<file path="src/rtl/osc_counter_monitor.sv">
// OPB initiator that runs an oscillator-counter self-check: scratch pad loopback,
// counter clear/start, timed wait, double count read and range check.
module osc_counter_monitor #(
   parameter int unsigned EXP_COUNT   = 50000,
   parameter int unsigned TOL         = 500,
   parameter int unsigned WAIT_CYCLES = 150000,
   parameter int unsigned CLR_CYCLES  = 8,
   parameter int unsigned AUTO_GAP    = 1000000,
   parameter logic [31:0] SP_PATTERN  = 32'h1234A5C3
) (
   input  logic        OPB_CLK,
   input  logic        OPB_RST,
   output logic [31:0] OPB_ADDR,
   output logic [31:0] OSC_CT_DI,
   input  logic [31:0] OSC_CT_DO,
   output logic        OSC_CT_RE,
   output logic        OSC_CT_WE,
   input  logic        MON_START,
   input  logic        MON_AUTO,
   output logic        MON_BUSY,
   output logic        MON_DONE,
   output logic [15:0] MON_COUNT,
   output logic        MON_FREQ_OK,
   output logic        MON_BUS_ERR,
   output logic        MON_UNSTABLE
);

   localparam int unsigned MAX_A   = (WAIT_CYCLES > AUTO_GAP) ? WAIT_CYCLES : AUTO_GAP;
   localparam int unsigned MAX_CNT = (MAX_A > CLR_CYCLES) ? MAX_A : CLR_CYCLES;
   localparam int unsigned CW      = (MAX_CNT > 1) ? $clog2(MAX_CNT) : 1;

   localparam logic signed [17:0] EXP_S  = 18'(EXP_COUNT);
   localparam logic signed [17:0] TOL_S  = 18'(TOL);
   localparam logic signed [17:0] LO_RAW = EXP_S - TOL_S;
   localparam logic signed [17:0] HI_RAW = EXP_S + TOL_S;
   // A zero count means REF_CLK is dead, so the low bound never drops below 1.
   localparam logic signed [17:0] LO_BOUND = (LO_RAW < 18'sd1) ? 18'sd1 : LO_RAW;
   localparam logic signed [17:0] HI_BOUND = (HI_RAW > 18'sd65535) ? 18'sd65535 : HI_RAW;

   localparam logic [31:0] ADDR_CTRL  = 32'd0;
   localparam logic [31:0] ADDR_COUNT = 32'd1;
   localparam logic [31:0] ADDR_SP    = 32'd2;

   typedef enum logic [3:0] {
      IDLE, SP_WR, SP_RD, SP_CHK, CLR_WR, CLR_WAIT, ST_WR, MEAS_WAIT,
      RD1, RD1_CAP, RD2, RD2_CAP, CHECK, DONE, GAP
   } state_e;

   state_e         state_q, state_d;
   logic [CW-1:0]  cnt_q, cnt_d;
   logic [31:0]    addr_q, addr_d;
   logic [31:0]    di_q, di_d;
   logic           re_q, re_d;
   logic           we_q, we_d;
   logic           busy_q, busy_d;
   logic           done_q, done_d;
   logic [15:0]    count_q, count_d;
   logic           freq_ok_q, freq_ok_d;
   logic           bus_err_q, bus_err_d;
   logic           unstable_q, unstable_d;
   logic [15:0]    rd1_q, rd1_d;
   logic [15:0]    rd2_q, rd2_d;
   logic           start_seq;
   logic signed [17:0] rd2_s;

   assign rd2_s = signed'({2'b00, rd2_q});

   always_comb begin
      // NOTE: every variable gets a default first so no latch is inferred.
      state_d    = state_q;
      cnt_d      = cnt_q;
      addr_d     = addr_q;
      di_d       = di_q;
      re_d       = 1'b0;
      we_d       = 1'b0;
      count_d    = count_q;
      freq_ok_d  = freq_ok_q;
      bus_err_d  = bus_err_q;
      unstable_d = unstable_q;
      rd1_d      = rd1_q;
      rd2_d      = rd2_q;
      start_seq  = 1'b0;

      // Strobes are registered, so each is raised on the transition into its state.
      case (state_q)
         IDLE:      if (MON_START || MON_AUTO) start_seq = 1'b1;
         SP_WR: begin
            if (cnt_q != '0) begin
               cnt_d = cnt_q - 1'b1;
            end else begin
               state_d = SP_RD;
               re_d    = 1'b1;
               addr_d  = ADDR_SP;
            end
         end
         SP_RD:     state_d = SP_CHK;
         SP_CHK: begin
            if (OSC_CT_DO != {16'h0, SP_PATTERN[15:0]}) begin
               bus_err_d = 1'b1;
               freq_ok_d = 1'b0;
               state_d   = DONE;
            end else begin
               state_d = CLR_WR;
               we_d    = 1'b1;
               addr_d  = ADDR_CTRL;
               di_d    = 32'h2;
            end
         end
         CLR_WR: begin
            state_d = CLR_WAIT;
            cnt_d   = CW'(CLR_CYCLES - 1);
         end
         CLR_WAIT: begin
            if (cnt_q != '0) begin
               cnt_d = cnt_q - 1'b1;
            end else begin
               state_d = ST_WR;
               we_d    = 1'b1;
               addr_d  = ADDR_CTRL;
               di_d    = 32'h1;
            end
         end
         ST_WR: begin
            state_d = MEAS_WAIT;
            cnt_d   = CW'(WAIT_CYCLES - 1);
         end
         MEAS_WAIT: begin
            if (cnt_q != '0) begin
               cnt_d = cnt_q - 1'b1;
            end else begin
               state_d = RD1;
               re_d    = 1'b1;
               addr_d  = ADDR_COUNT;
            end
         end
         RD1:       state_d = RD1_CAP;
         RD1_CAP: begin
            rd1_d   = OSC_CT_DO[15:0];
            state_d = RD2;
            re_d    = 1'b1;
            addr_d  = ADDR_COUNT;
         end
         RD2:       state_d = RD2_CAP;
         RD2_CAP: begin
            rd2_d   = OSC_CT_DO[15:0];
            state_d = CHECK;
         end
         CHECK: begin
            count_d    = rd2_q;
            unstable_d = (rd1_q != rd2_q);
            freq_ok_d  = (rd1_q == rd2_q) && (rd2_s >= LO_BOUND) && (rd2_s <= HI_BOUND);
            state_d    = DONE;
         end
         DONE: begin
            if (MON_AUTO) begin
               state_d = GAP;
               cnt_d   = CW'(AUTO_GAP - 1);
            end else begin
               state_d = IDLE;
            end
         end
         GAP: begin
            if (cnt_q != '0)   cnt_d = cnt_q - 1'b1;
            else if (MON_AUTO) start_seq = 1'b1;
            else               state_d = IDLE;
         end
         default:   state_d = IDLE;
      endcase

      // The write strobe is followed by one quiet SP_WR cycle before the read.
      if (start_seq) begin
         state_d    = SP_WR;
         cnt_d      = CW'(1);
         we_d       = 1'b1;
         addr_d     = ADDR_SP;
         di_d       = SP_PATTERN;
         bus_err_d  = 1'b0;
         unstable_d = 1'b0;
      end

      busy_d = !(state_d inside {IDLE, DONE, GAP});
      done_d = (state_d == DONE);
   end

   // NOTE: state is updated with non-blocking assignments only.
   always_ff @(posedge OPB_CLK or posedge OPB_RST) begin
      if (OPB_RST) begin
         state_q    <= IDLE;
         cnt_q      <= '0;
         addr_q     <= '0;
         di_q       <= '0;
         re_q       <= 1'b0;
         we_q       <= 1'b0;
         busy_q     <= 1'b0;
         done_q     <= 1'b0;
         count_q    <= '0;
         freq_ok_q  <= 1'b0;
         bus_err_q  <= 1'b0;
         unstable_q <= 1'b0;
         rd1_q      <= '0;
         rd2_q      <= '0;
      end else begin
         state_q    <= state_d;
         cnt_q      <= cnt_d;
         addr_q     <= addr_d;
         di_q       <= di_d;
         re_q       <= re_d;
         we_q       <= we_d;
         busy_q     <= busy_d;
         done_q     <= done_d;
         count_q    <= count_d;
         freq_ok_q  <= freq_ok_d;
         bus_err_q  <= bus_err_d;
         unstable_q <= unstable_d;
         rd1_q      <= rd1_d;
         rd2_q      <= rd2_d;
      end
   end

   assign OPB_ADDR     = addr_q;
   assign OSC_CT_DI    = di_q;
   assign OSC_CT_RE    = re_q;
   assign OSC_CT_WE    = we_q;
   assign MON_BUSY     = busy_q;
   assign MON_DONE     = done_q;
   assign MON_COUNT    = count_q;
   assign MON_FREQ_OK  = freq_ok_q;
   assign MON_BUS_ERR  = bus_err_q;
   assign MON_UNSTABLE = unstable_q;

endmodule

</file>
<file path="config.mk">
export PLATFORM = sky130hd
export DESIGN_NAME = osc_counter_monitor
export DESIGN_NICKNAME = d
export VERILOG_FILES = /design/src/rtl/osc_counter_monitor.sv
export SDC_FILE = /design/constraint.sdc
export NUM_CORES = 1
export LEC_CHECK = 0
export ABC_AREA = 1
export CAP_MARGIN = 15
export CORE_MARGIN = 2
export CORE_UTILIZATION = 54
export DETAILED_ROUTE_END_ITERATION = 10
export HOLD_SLACK_MARGIN = 0.02
export PLACE_DENSITY = 0.86
export SYNTH_ARGS = -nofsm -noshare
export SYNTH_HDL_FRONTEND = slang
export SYNTH_SLANG_ARGS = --single-unit
</file>
<file path="constraint.sdc">
create_clock -name OPB_CLK -period 8.3 [get_ports OPB_CLK]
set_input_delay 1.66 -clock OPB_CLK [delete_from_list [all_inputs] [get_ports OPB_CLK]]
set_output_delay 1.66 -clock OPB_CLK [all_outputs]
set_load 0.01 [all_outputs]
</file>
# --- After elaboration in Yosys (flattened, before gate mapping) ---
# Index checks and enable logic that the tools add are counted.
op_classes:
  n_reduce_logical: 22
  add_sub_neg: 1
  muxes: 38
  order_cmp: 2
  eq_ne: 26
op_table:
  columns: ["op", "count"]
  rows:
  - ["2-to-1 mux 32 bit", 7]
  - ["case mux 32 bit (5 select lines)", 1]
  - ["case mux 20 bit (4 select lines)", 1]
  - ["case mux 32 bit (2 select lines)", 1]
  - ["2-to-1 mux 20 bit", 3]
  - ["case mux 4 bit (15 select lines)", 1]
  - ["equality test 4 bit (second input constant)", 9]
  - ["2-to-1 mux 4 bit", 8]
  - ["!= test 32 x 16 -> 1 bit (second input constant)", 1]
  - ["nonzero test 20 bit", 1]
  - ["subtractor 20 x 1 -> 20 bit (second input constant)", 1]
  - ["equality test 16 bit", 1]
  - ["equality test 4 x 3 -> 1 bit (second input constant)", 4]
  - ["greater-or-equal comparator 16 bit (second input constant)", 1]
  - ["<= comparator 16 bit (second input constant)", 1]
  - ["!= test 16 bit", 1]
  - ["!= test 3 bit (second input constant)", 5]
  - ["2-to-1 mux 1 bit", 12]
  - ["equality test 4 x 2 -> 1 bit (second input constant)", 2]
  - ["logical NOT 4 bit", 2]
  - ["case mux 1 bit (2 select lines)", 4]
  - ["nonzero test 2 bit", 4]
  - ["AND reduction 3 bit", 2]
  - ["nonzero test 3 bit", 2]
  - ["other kinds (12)", 14]
totals:
  in_bits: 36
  register_bits: 143
  output_inout_bits: 87
  elab_cells: 103

# --- Logic depth before layout (Yosys ltp) ---
# Gate-level depths: netlist of the first run.
depth:
  word_depth: 7
  mapped_depth: 15
  depth_no_buf: 14

# --- Worst setup path before layout of the first run ---
# No wires, ideal clock.
synth_path:
  path_kind: "input to register"
  startpoint: "in MON_AUTO"
  endpoint: "reg cnt_q[9]"
  t_arrival_ns: 2.616
  setup_slack_ns: 5.557
  stages: 8
  setup_ns: 0.127
  path_buffers: 1
  t_required_ns: 8.173
  path_cell_list: "o211ai_1 -> o21a_4 -> nand3_2 -> nand2_4 -> inv_4 -> buf_6 -> nand2_1 -> nand3_1"
synth_via:
  elab_chain_len: 5
  word_cells_on_any_way: 10
  cone_classes: "eq/ne: 2; mux: 5; reduce/logical: 3"
synth_rtl:
  columns: ["item", "line_no", "text"]
  rows:
  - ["start, declared", "19", "input logic MON_AUTO,"]
  - ["2-to-1 mux 1 bit or logical OR 1 bit (tied branches)", "164, 86", null]
  - ["2-to-1 mux 1 bit (on tied branches)", "163, 86", null]
  - ["case mux 1 bit (2 select lines)", "85", "case (state_q)"]
  - ["!= test 3 bit (no source line), or another cell as far along", null, null]
  - ["AND reduction 3 bit (no source line)", null, null]
  - ["end signal, assigned", "204", "cnt_q <= cnt_d;"]
  - ["end, declared", "50", "logic [CW-1:0] cnt_q, cnt_d;"]
# Parallel ways exist; a longest one is shown, timed or not.
# A chain may end at the register's enable or synchronous reset.

# --- Worst setup path after layout of the first run ---
layout_path:
  startpoint: "in MON_AUTO"
  endpoint: "reg cnt_q[0]"
# Same word-level chain as after synthesis.

==> results of run 1 <==
==> layer usage <==
metal  vias up  track usage  share of wire  routed length, um
met5         -            0              0                  0
met4         0        0.125          0.042                480
met3        41       0.0292          0.051                587
met2       171        0.411           0.51               5910
met1      2007        0.305           0.39               4540
li1       2057            -              -                  -
==> per-stage QoR <==
stage / cell area [sq um] / hold WS (ps)
final: 5740 / 481
after global routing: 5740 / 525
after CTS: 5710 / 487
after detailed placement: 5530 / 463
after global placement: 5530 / 464
after floorplan: 5180 / 456
==> placed cells by master, fill, tap and decap left out, types with 3 or more instances in the layout <==
cell type	instances
dfrtp_1	84
nor2_4	5
xor2_1	19
inv_1	61
xnor2_1	6
nand2_1	156
nand3_1	27
nand3_2	3
o21ai_2	6
nor2_2	3
nor2_1	68
or2_2	5
nor4_1	5
clkdlybuf4s50_1	73
conb_1	49
inv_2	4
nand4_1	9
o21ai_1	11
a21oi_1	14
nand2_2	4
nor3_1	6
inv_6	4
o21ai_0	51
clkbuf_8	9
o211ai_1	4
==> sequential cells by signal, indices dropped and copies added, names as in the netlist <==
name          count
cnt_q            20
OSC_CT_DI         3
MON_BUS_ERR       1
OPB_ADDR          2
OSC_CT_RE         1
state_q           4
MON_BUSY          1
MON_DONE          1
rd1_q            16
OSC_CT_WE         1
MON_UNSTABLE      1
MON_FREQ_OK       1
MON_COUNT        16
rd2_q            16
==> cell families (layout without fill, tap and decap cells) <==
kind of cell,Yosys count,count (layout),share of synthesized area
other,1,49,0.000750
flip-flops,84,84,0.420
XOR/XNOR,25,25,0.0438
adder cells (fa/ha/maj),1,1,0.00250
AND/OR/NAND/NOR,298,298,0.264
AO/OA/AOI/OAI,94,94,0.108
buffers and inverters,143,161,0.160
==> report_power, final <==
group | switching (uW) | total [uW] | internal (uW)
sequential | 161 | 759 | 598
combinational | 698 | 1170 | 473
clock | 165 | 280 | 115
==> area by class of cell <==
cell class / instances / area, sq um
fillers: 781 / 3370
well taps: 111 / 139
inverters: 69 / 263
clock inverters: 7 / 61.3
repair buffers: 76 / 773
clock buffers: 9 / 124
multi-input cells: 467 / 2280
flip-flops and latches: 84 / 2100
==> worst max-delay path by stage <==
stage               cells after the start  slack, ps  startpoint  endpoint
floorplan                               1       4470     OPB_RST  MON_BUSY
global placement                        8       4700    MON_AUTO  cnt_q[0]
detailed placement                      8       4600    MON_AUTO  cnt_q[0]
CTS                                     8       4980    MON_AUTO  cnt_q[0]
global route                            8       4830    MON_AUTO  cnt_q[0]
finish                                  8       4950    MON_AUTO  cnt_q[0]
==> critical path: stages <==
cell and delay [ps]:
clkdlybuf4s50_1 460, o211ai_1 370, o21a_4 370, nand3_2 150
nand2_4 240, inv_4 140, o21ai_0 120, o21ai_2 70
==> metrics.yaml, run 1 <==
status: "finished clean"
cts_tree: "built"
slew_viol_final: 0
yosys_warnings: 0
nets: 744
yosys.cell_types.count: 43
die_w_um: 100
rsz0062_at_grt: "no"
place_hpwl_mm: 8.60
arrival_ps: 3600
grt_pass1_vias: 4101
antenna_found_initial: 0
drtPass1Iterations: 4
syn_area_sq_um: 5000
postCtsHoldBufs: 0
drc_errors: 0
grt_max_degree: 85
seq_area_frac_synth: 0.420
synth_area_leaders: "dfrtp_1, nand2_1, buf_4"
synth_edf_count: 0
cts_buffer_depth: 2
cts_resized: 0
final_layout_size_suffix_gt1_frac: 0.0815
yosys.area.top_type: "dfrtp_1"
cts.root.buffer_cell: "clkbuf_8"
cts_setup_buffers: 0
start_util: 0.549
skew_ps: 12.9
leakage_uw: 0.00280
max-cap-violations: 0
period_share: 0.404
cts_buffers: 9
slew_headroom: 0.439
gr-total-overflow: 0
worstSetupStartpointType: "primary input"
holdPathStages: 2
grt_pass1_wl_mm: 19.3
num_vias: 4276
hold_path.startpoint: "MON_COUNT[14]"
p_per_area_nw_per_um2: 385
cp_max_fo: 23
cts_max_level: 3
syn2layout_area_growth_pct: 14.8
hold_path_class: "reg2reg"
dieArea_sq_um: 10000
dp_worst_setup_slack_ps: 4600
max-vdd-ir-drop_uv: 170
reg2reg_to: "cnt_q[0]"
num_rows: 35
wl_mm: 11.5
post_drt_wl_per_cell_um: 14.0
ff2ff_path_depth: 11
die_h_um: 100
post-route-util: 0.630
ys_top_cells_by_count: "nand2_1, dfrtp_1, nor2_1"
fin_ws_ps: 4950
max_freq_mhz: 298
grt_usage: 0.243
port_buffers: 73
r2r-start: "cnt_q[0]"
fin_crit_ps: 3350
path_clk_slew_ps: 90
post-synth-top-area-fraction: 0.420
power_uw: 2210
gp_routability_congestion: 0.952
worstSetupPathType: "in2reg"
cp-end-kind: "flip-flop"
tns_ps: 0
async_reset_ff_frac: 1.00
cts.sinks: 84
ys_dominant_reg_cell: "dfrtp_1"
dp_cells: 806
holdPathEnd: "MON_COUNT[14]"
synthMostInstantiatedCell: "nand2_1"
ant_nets: 0
worstPathRequired_ps: 8550
diodes: 0
vias_per_cell: 5.20
reg2reg_slack_ps: 5690
coreArea_sq_um: 9110
ys_ff_latch: 84
syn_avg_cell_area_sq_um: 7.74
instances_no_fill: 823
io_pins: 123
tightest_slew_ps: 839
syn_inst: 646
first_iter_violations: 225
hold_viol: 0
setup_viol: 0
clk_latency_ps: 360
No activity file was read; power rests on OpenSTA's default activity.
==> inputs of run 2 (changes only) <==
Settings changed: CORE_UTILIZATION 54 to 45, PLACE_DENSITY 0.86 to 0.77.
Clock period 8.3 ns to 2.9 ns, I/O delays scaled along.
==> run 2 against run 1 <==
Effect of this change:
- final area rose by 1.4%
- flip-flop and latch count did not move
- utilization fell by 9.3 points
- non-clock buffer count rose by 5
- largest cell class unchanged
- highest routed layer unchanged
==> metrics.yaml, run 2 (synthesis gave the netlist of run 1 again) <==
r2r-start: "cnt_q[0]"
gp_routability_congestion: 0.966  # +1.5%
dp_worst_setup_slack_ps: 331  # -4270 ps
drtPass1Iterations: 5  # +1
cts_buffers: 9  # unchanged
slew_viol_final: 0  # unchanged
num_rows: 38  # +8.6%
cts_tree: "built"
top_register: "cnt_q"
skew_ps: 6.40  # -6.53 ps
cp_max_fo: 12  # -48%
path_clk_slew_ps: 80  # about the same
post_drt_wl_per_cell_um: 13.1  # -6.4%
status: "finished clean"
max-vdd-ir-drop_uv: 674  # +300%
die_w_um: 109  # +9.2%
largest_reg_flops: 20  # unchanged
leakage_uw: 0.00283  # +1.0%
max_freq_mhz: 426
ant_nets: 0  # unchanged
grt_pass1_wl_mm: 19.1  # -1.0%
cts.root.buffer_cell: "clkbuf_8"
dieArea_sq_um: 12000  # +19%
cts.sinks: 84  # unchanged
final_layout_size_suffix_gt1_frac: 0.0865  # +0.00501
coreArea_sq_um: 10800  # +19%
vias_per_cell: 4.96  # -4.5%
hold_path_class: "reg2reg"
io_pins: 123  # unchanged
tns_ps: 0  # unchanged
holdPathEnd: "MON_COUNT[2]"
die_h_um: 109  # +9.2%
arrival_ps: 2610  # -990 ps
ff2ff_path_depth: 11  # unchanged
start_util: 0.461  # -0.0877
clk_latency_ps: 370  # about the same
syn2layout_area_growth_pct: 16.4
holdPathStages: 2  # unchanged
cts_resized: 0  # unchanged
place_hpwl_mm: 8.23  # -4.4%
cts_buffer_depth: 2  # unchanged
design_area_sq_um: 5820  # +1.4%
rsz0062_at_grt: "no"
gr-total-overflow: 0  # unchanged
first_iter_violations: 198  # -12%
postCtsHoldBufs: 0  # unchanged
period_share: 0.810
grt_usage: 0.204  # -0.0385
p_per_area_nw_per_um2: 1090  # +180%
nets: 749  # +0.67%
slew_headroom: 0.526  # +0.0874
num_vias: 4254  # -0.51%
placed_cell_area_sq_um: 5620  # +1.7%
post-route-util: 0.537  # -0.0930
seqCellArea_sq_um: 2100  # unchanged
reg2reg_slack_ps: 550  # -5140 ps
multi_input_area_sq_um: 2280  # unchanged
fin_ws_ps: 552  # -4400 ps
fill_cells: 1030  # +32%
mostFrequentLayoutCells: "nand2_1, dfrtp_1, clkdlybuf4s50_1"
reg2reg_to: "cnt_q[4]"
setup_viol: 0  # unchanged
worstSetupStartpointType: "flip-flop"
port_buffers: 73  # unchanged
grt_pass1_vias: 4084  # -0.41%
max-cap-violations: 0  # unchanged
tightest_slew_ps: 708  # -131 ps
diodes: 0  # unchanged
antenna_found_initial: 0  # unchanged
cts_setup_buffers: 0  # unchanged
cts_max_level: 3  # unchanged
worstSetupPathType: "reg2reg"
final_common_cell: "nand2_1"
wl_mm: 11.2  # -2.5%
drc_errors: 0  # unchanged
fin_crit_ps: 2350
worstPathRequired_ps: 3160  # -5390 ps
grt_max_degree: 85  # unchanged
hold_path.startpoint: "MON_COUNT[2]"
hold_viol: 0  # unchanged
cp-end-kind: "flip-flop"
[run 2: routing by layer]
metal,vias up,global-route usage,wire (um)
li1,2072,-,-
met1,2014,0.258,4730
met2,153,0.340,5550
met3,15,0.0551,792
met4,0,0.0633,151
met5,-,0,0
[run 2: stage by stage]
stage	hold WS, ps	std cells	total power [uW]
3_5_place_dp	472	841	5470
5_1_grt	517	857	6910
6_report	485	857	6350
2_1_floorplan	456	694	4570
4_1_cts	492	857	6360
3_3_place_gp	467	841	5370
[run 2: worst max path at each step]
stage | startpoint | endpoint | slack (ps)
floorplan | OPB_RST | MON_BUSY | 150
global placement | MON_AUTO | cnt_q[0] | 330
detailed placement | MON_AUTO | cnt_q[0] | 330
CTS | cnt_q[0] | cnt_q[4] | 560
global route | cnt_q[0] | cnt_q[4] | 310
finish | cnt_q[0] | cnt_q[4] | 550
[run 2: worst max-delay path, stage by stage, from the launching register on]
cell	delay [ps]
dfrtp_1	370
inv_1	140
ha_1	240
nand2_2	100
nor2_4	220
nand3_2	170
o21a_4	290
buf_4	210
nand2_1	210
a21oi_1	60
o21ai_0	160
nand2_1	60
[run 2: cell type report]
cell class | instances | share of cell area
sequential | 84 | 0.361
multi-input combinational | 467 | 0.391
clock inverter | 5 | 0.0103
tap | 140 | 0.0301
inverter | 69 | 0.0451
clock buffer | 11 | 0.0243
timing repair buffer | 81 | 0.138
[run 2: power breakdown]
part / internal, uW / switching, uW
Sequential: 1710 / 450
Combinational: 1380 / 1940
Clock: 425 / 433
==> inputs of run 3 (changes only) <==
Settings changed: CORE_UTILIZATION 45 to 50, PLACE_DENSITY 0.77 to 0.81.
Clock period 2.9 ns to 2.2 ns, I/O delays scaled along.
==> run 3 against run 2 <==
Effect of this change:
- die area decreased by 9.6%
- final cell count increased by 0.70%
- worst setup slack got worse by 340 ps
- combinational power grew 38%
- flip-flop and latch count is the same
- sequential power rose by 32%
==> metrics.yaml, run 3 (synthesis gave the netlist of run 1 again) <==
clk_latency_ps: 370  # about the same
status: "finished clean"
fin_crit_ps: 1990  # -357 ps
holdPathEnd: "MON_COUNT[14]"
cts_buffers: 9  # unchanged
worstSetupPathType: "reg2reg"
r2r-start: "cnt_q[1]"
max-cap-violations: 0  # unchanged
hold_path.startpoint: "MON_COUNT[14]"
dieArea_sq_um: 10800  # -9.6%
hold_viol: 0  # unchanged
grt_usage: 0.220  # +0.0162
combPwrFrac: 0.536  # +0.012
ff2ff_path_depth: 11  # unchanged
top_register: "cnt_q"
fill_cells: 924  # -10%
gp_routability_congestion: 0.869  # -10%
io_pins: 123  # unchanged
clock_power_share: 0.131  # -0.004
seq_power_share: 0.332  # -0.009
cts_buffer_depth: 2  # unchanged
worstSetupStartpointType: "flip-flop"
max-vdd-ir-drop_uv: 656  # -2.6%
post_drt_wl_per_cell_um: 13.5  # +2.8%
wl_mm: 11.6  # +3.6%
cp-end-kind: "flip-flop"
num_rows: 36  # -5.3%
reg2reg_slack_ps: 210  # -340 ps
cp_max_fo: 14  # +2
nets: 762  # +1.7%
max_freq_mhz: 502  # +18%
rsz0062_at_grt: "no"
reg2reg_to: "cnt_q[4]"
tightest_slew_ps: 719  # +10.2 ps
antenna_found_initial: 0  # unchanged
largest_reg_flops: 20  # unchanged
postCtsHoldBufs: 0  # unchanged
grt_pass1_vias: 4067  # -0.42%
hold_path_class: "reg2reg"
vias_per_cell: 4.93  # -0.74%
num_vias: 4252  # -0.047%
grt_pass1_wl_mm: 19.6  # +2.7%
p_switching_uw: 3920  # +39%
coreArea_sq_um: 9730  # -10%
leakage_uw: 0.00288  # +1.9%
cts.root.buffer_cell: "clkbuf_8"
ant_nets: 0  # unchanged
path_clk_slew_ps: 100  # +20 ps
place_hpwl_mm: 8.94  # +8.6%
drtPass1Iterations: 7  # +2
internal_power_uw: 4680  # +33%
final_layout_size_suffix_gt1_frac: 0.108  # +0.0217
gr-total-overflow: 0  # unchanged
arrival_ps: 2250  # -360 ps
syn2layout_area_growth_pct: 18.1
die_h_um: 104  # -4.9%
cts_setup_buffers: 0  # unchanged
worstPathRequired_ps: 2460  # -700 ps
grt_max_degree: 52  # -39%
period_share: 0.905  # +0.0952
setup_viol: 0  # unchanged
die_w_um: 104  # -4.9%
holdPathStages: 2  # unchanged
cts_tree: "built"
fin_ws_ps: 209  # -343 ps
port_buffers: 73  # unchanged
switching_share: 0.456  # +0.0107
final_common_cell: "nand2_1"
post-route-util: 0.607  # +0.0698
diodes: 0  # unchanged
first_iter_violations: 222  # +12%
drc_errors: 0  # unchanged
slew_headroom: 0.520  # -0.00558
p_per_area_nw_per_um2: 1460  # +34%
slew_viol_final: 0  # unchanged
cts.sinks: 84  # unchanged
cts_max_level: 3  # unchanged
dp_worst_setup_slack_ps: -44.0  # -375 ps
skew_ps: 19.8  # +13.4 ps
mostFrequentLayoutCells: "nand2_1, dfrtp_1, clkdlybuf4s50_1"
start_util: 0.514  # +0.0527
-- run 3: how the worst max path moves through the flow --
stage / start / cells past startpoint / end
final: cnt_q[1] / 11 / cnt_q[4]
after global routing: cnt_q[1] / 11 / cnt_q[4]
after CTS: cnt_q[0] / 11 / cnt_q[4]
after detailed placement: OSC_CT_DO[3] / 13 / MON_BUSY
after global placement: MON_AUTO / 6 / cnt_q[0]
after floorplan: cnt_q[0] / 13 / cnt_q[9]
-- run 3: layer usage --
metal	share of wire	vias to the layer above	global-route usage	routed length (um)
li1	-	2102	-	-
met4	0.017	0	0.0627	195
met3	0.040	21	0.0401	470
met5	0	-	0	0
met1	0.41	2004	0.261	4750
met2	0.53	125	0.406	6210
-- run 3: area by class of cell --
class                      instances  area [sq um]  share of cell area
tap                              133           166              0.0282
clock buffer                       9           124              0.0210
timing repair buffer              94           888               0.150
multi-input combinational        467          2280               0.387
inverter                          69           265              0.0449
sequential                        84          2100               0.356
clock inverter                     7          76.3              0.0129
-- run 3: timing repair --
action	in CTS	in global routing
setup endpoints to repair	0	4
gates resized for setup	0	4
endpoints found under the hold margin	0	0
-- run 3: critical path, stage by stage (launching register included) --
cell and delay (ps):
dfrtp_1 400, inv_1 90, ha_2 210, nand2_2 90, nor2_4 130, nand3_2 120, o21a_4 290, nand2_2 110
nand2_4 80, buf_4 160, o21ai_1 140, nand2_1 60
-- run 3: power by group through the flow --
| stage | Sequential, uW | Clock, uW | Combinational (uW) |
|---|---|---|---|
| floorplan | 2860 | 0 | 3170 |
| global placement | 2840 | 0 | 4470 |
| detailed placement | 2880 | 0 | 4560 |
| CTS | 2850 | 1150 | 4590 |
| global route | 2960 | 1220 | 5120 |
| finish | 2860 | 1130 | 4610 |
-- run 3: stage by stage --
stage / area, sq um / power, uW / hold slack (ps) / cells / TNS (ps)
2_1_floorplan: 5180 / 6030 / 456 / 694 / 0
3_3_place_gp: 5700 / 7310 / 462 / 847 / 0
3_5_place_dp: 5700 / 7450 / 462 / 847 / -75.0
4_1_cts: 5900 / 8600 / 486 / 863 / 0
5_1_grt: 5900 / 9290 / 510 / 863 / 0
6_report: 5900 / 8600 / 481 / 863 / 0
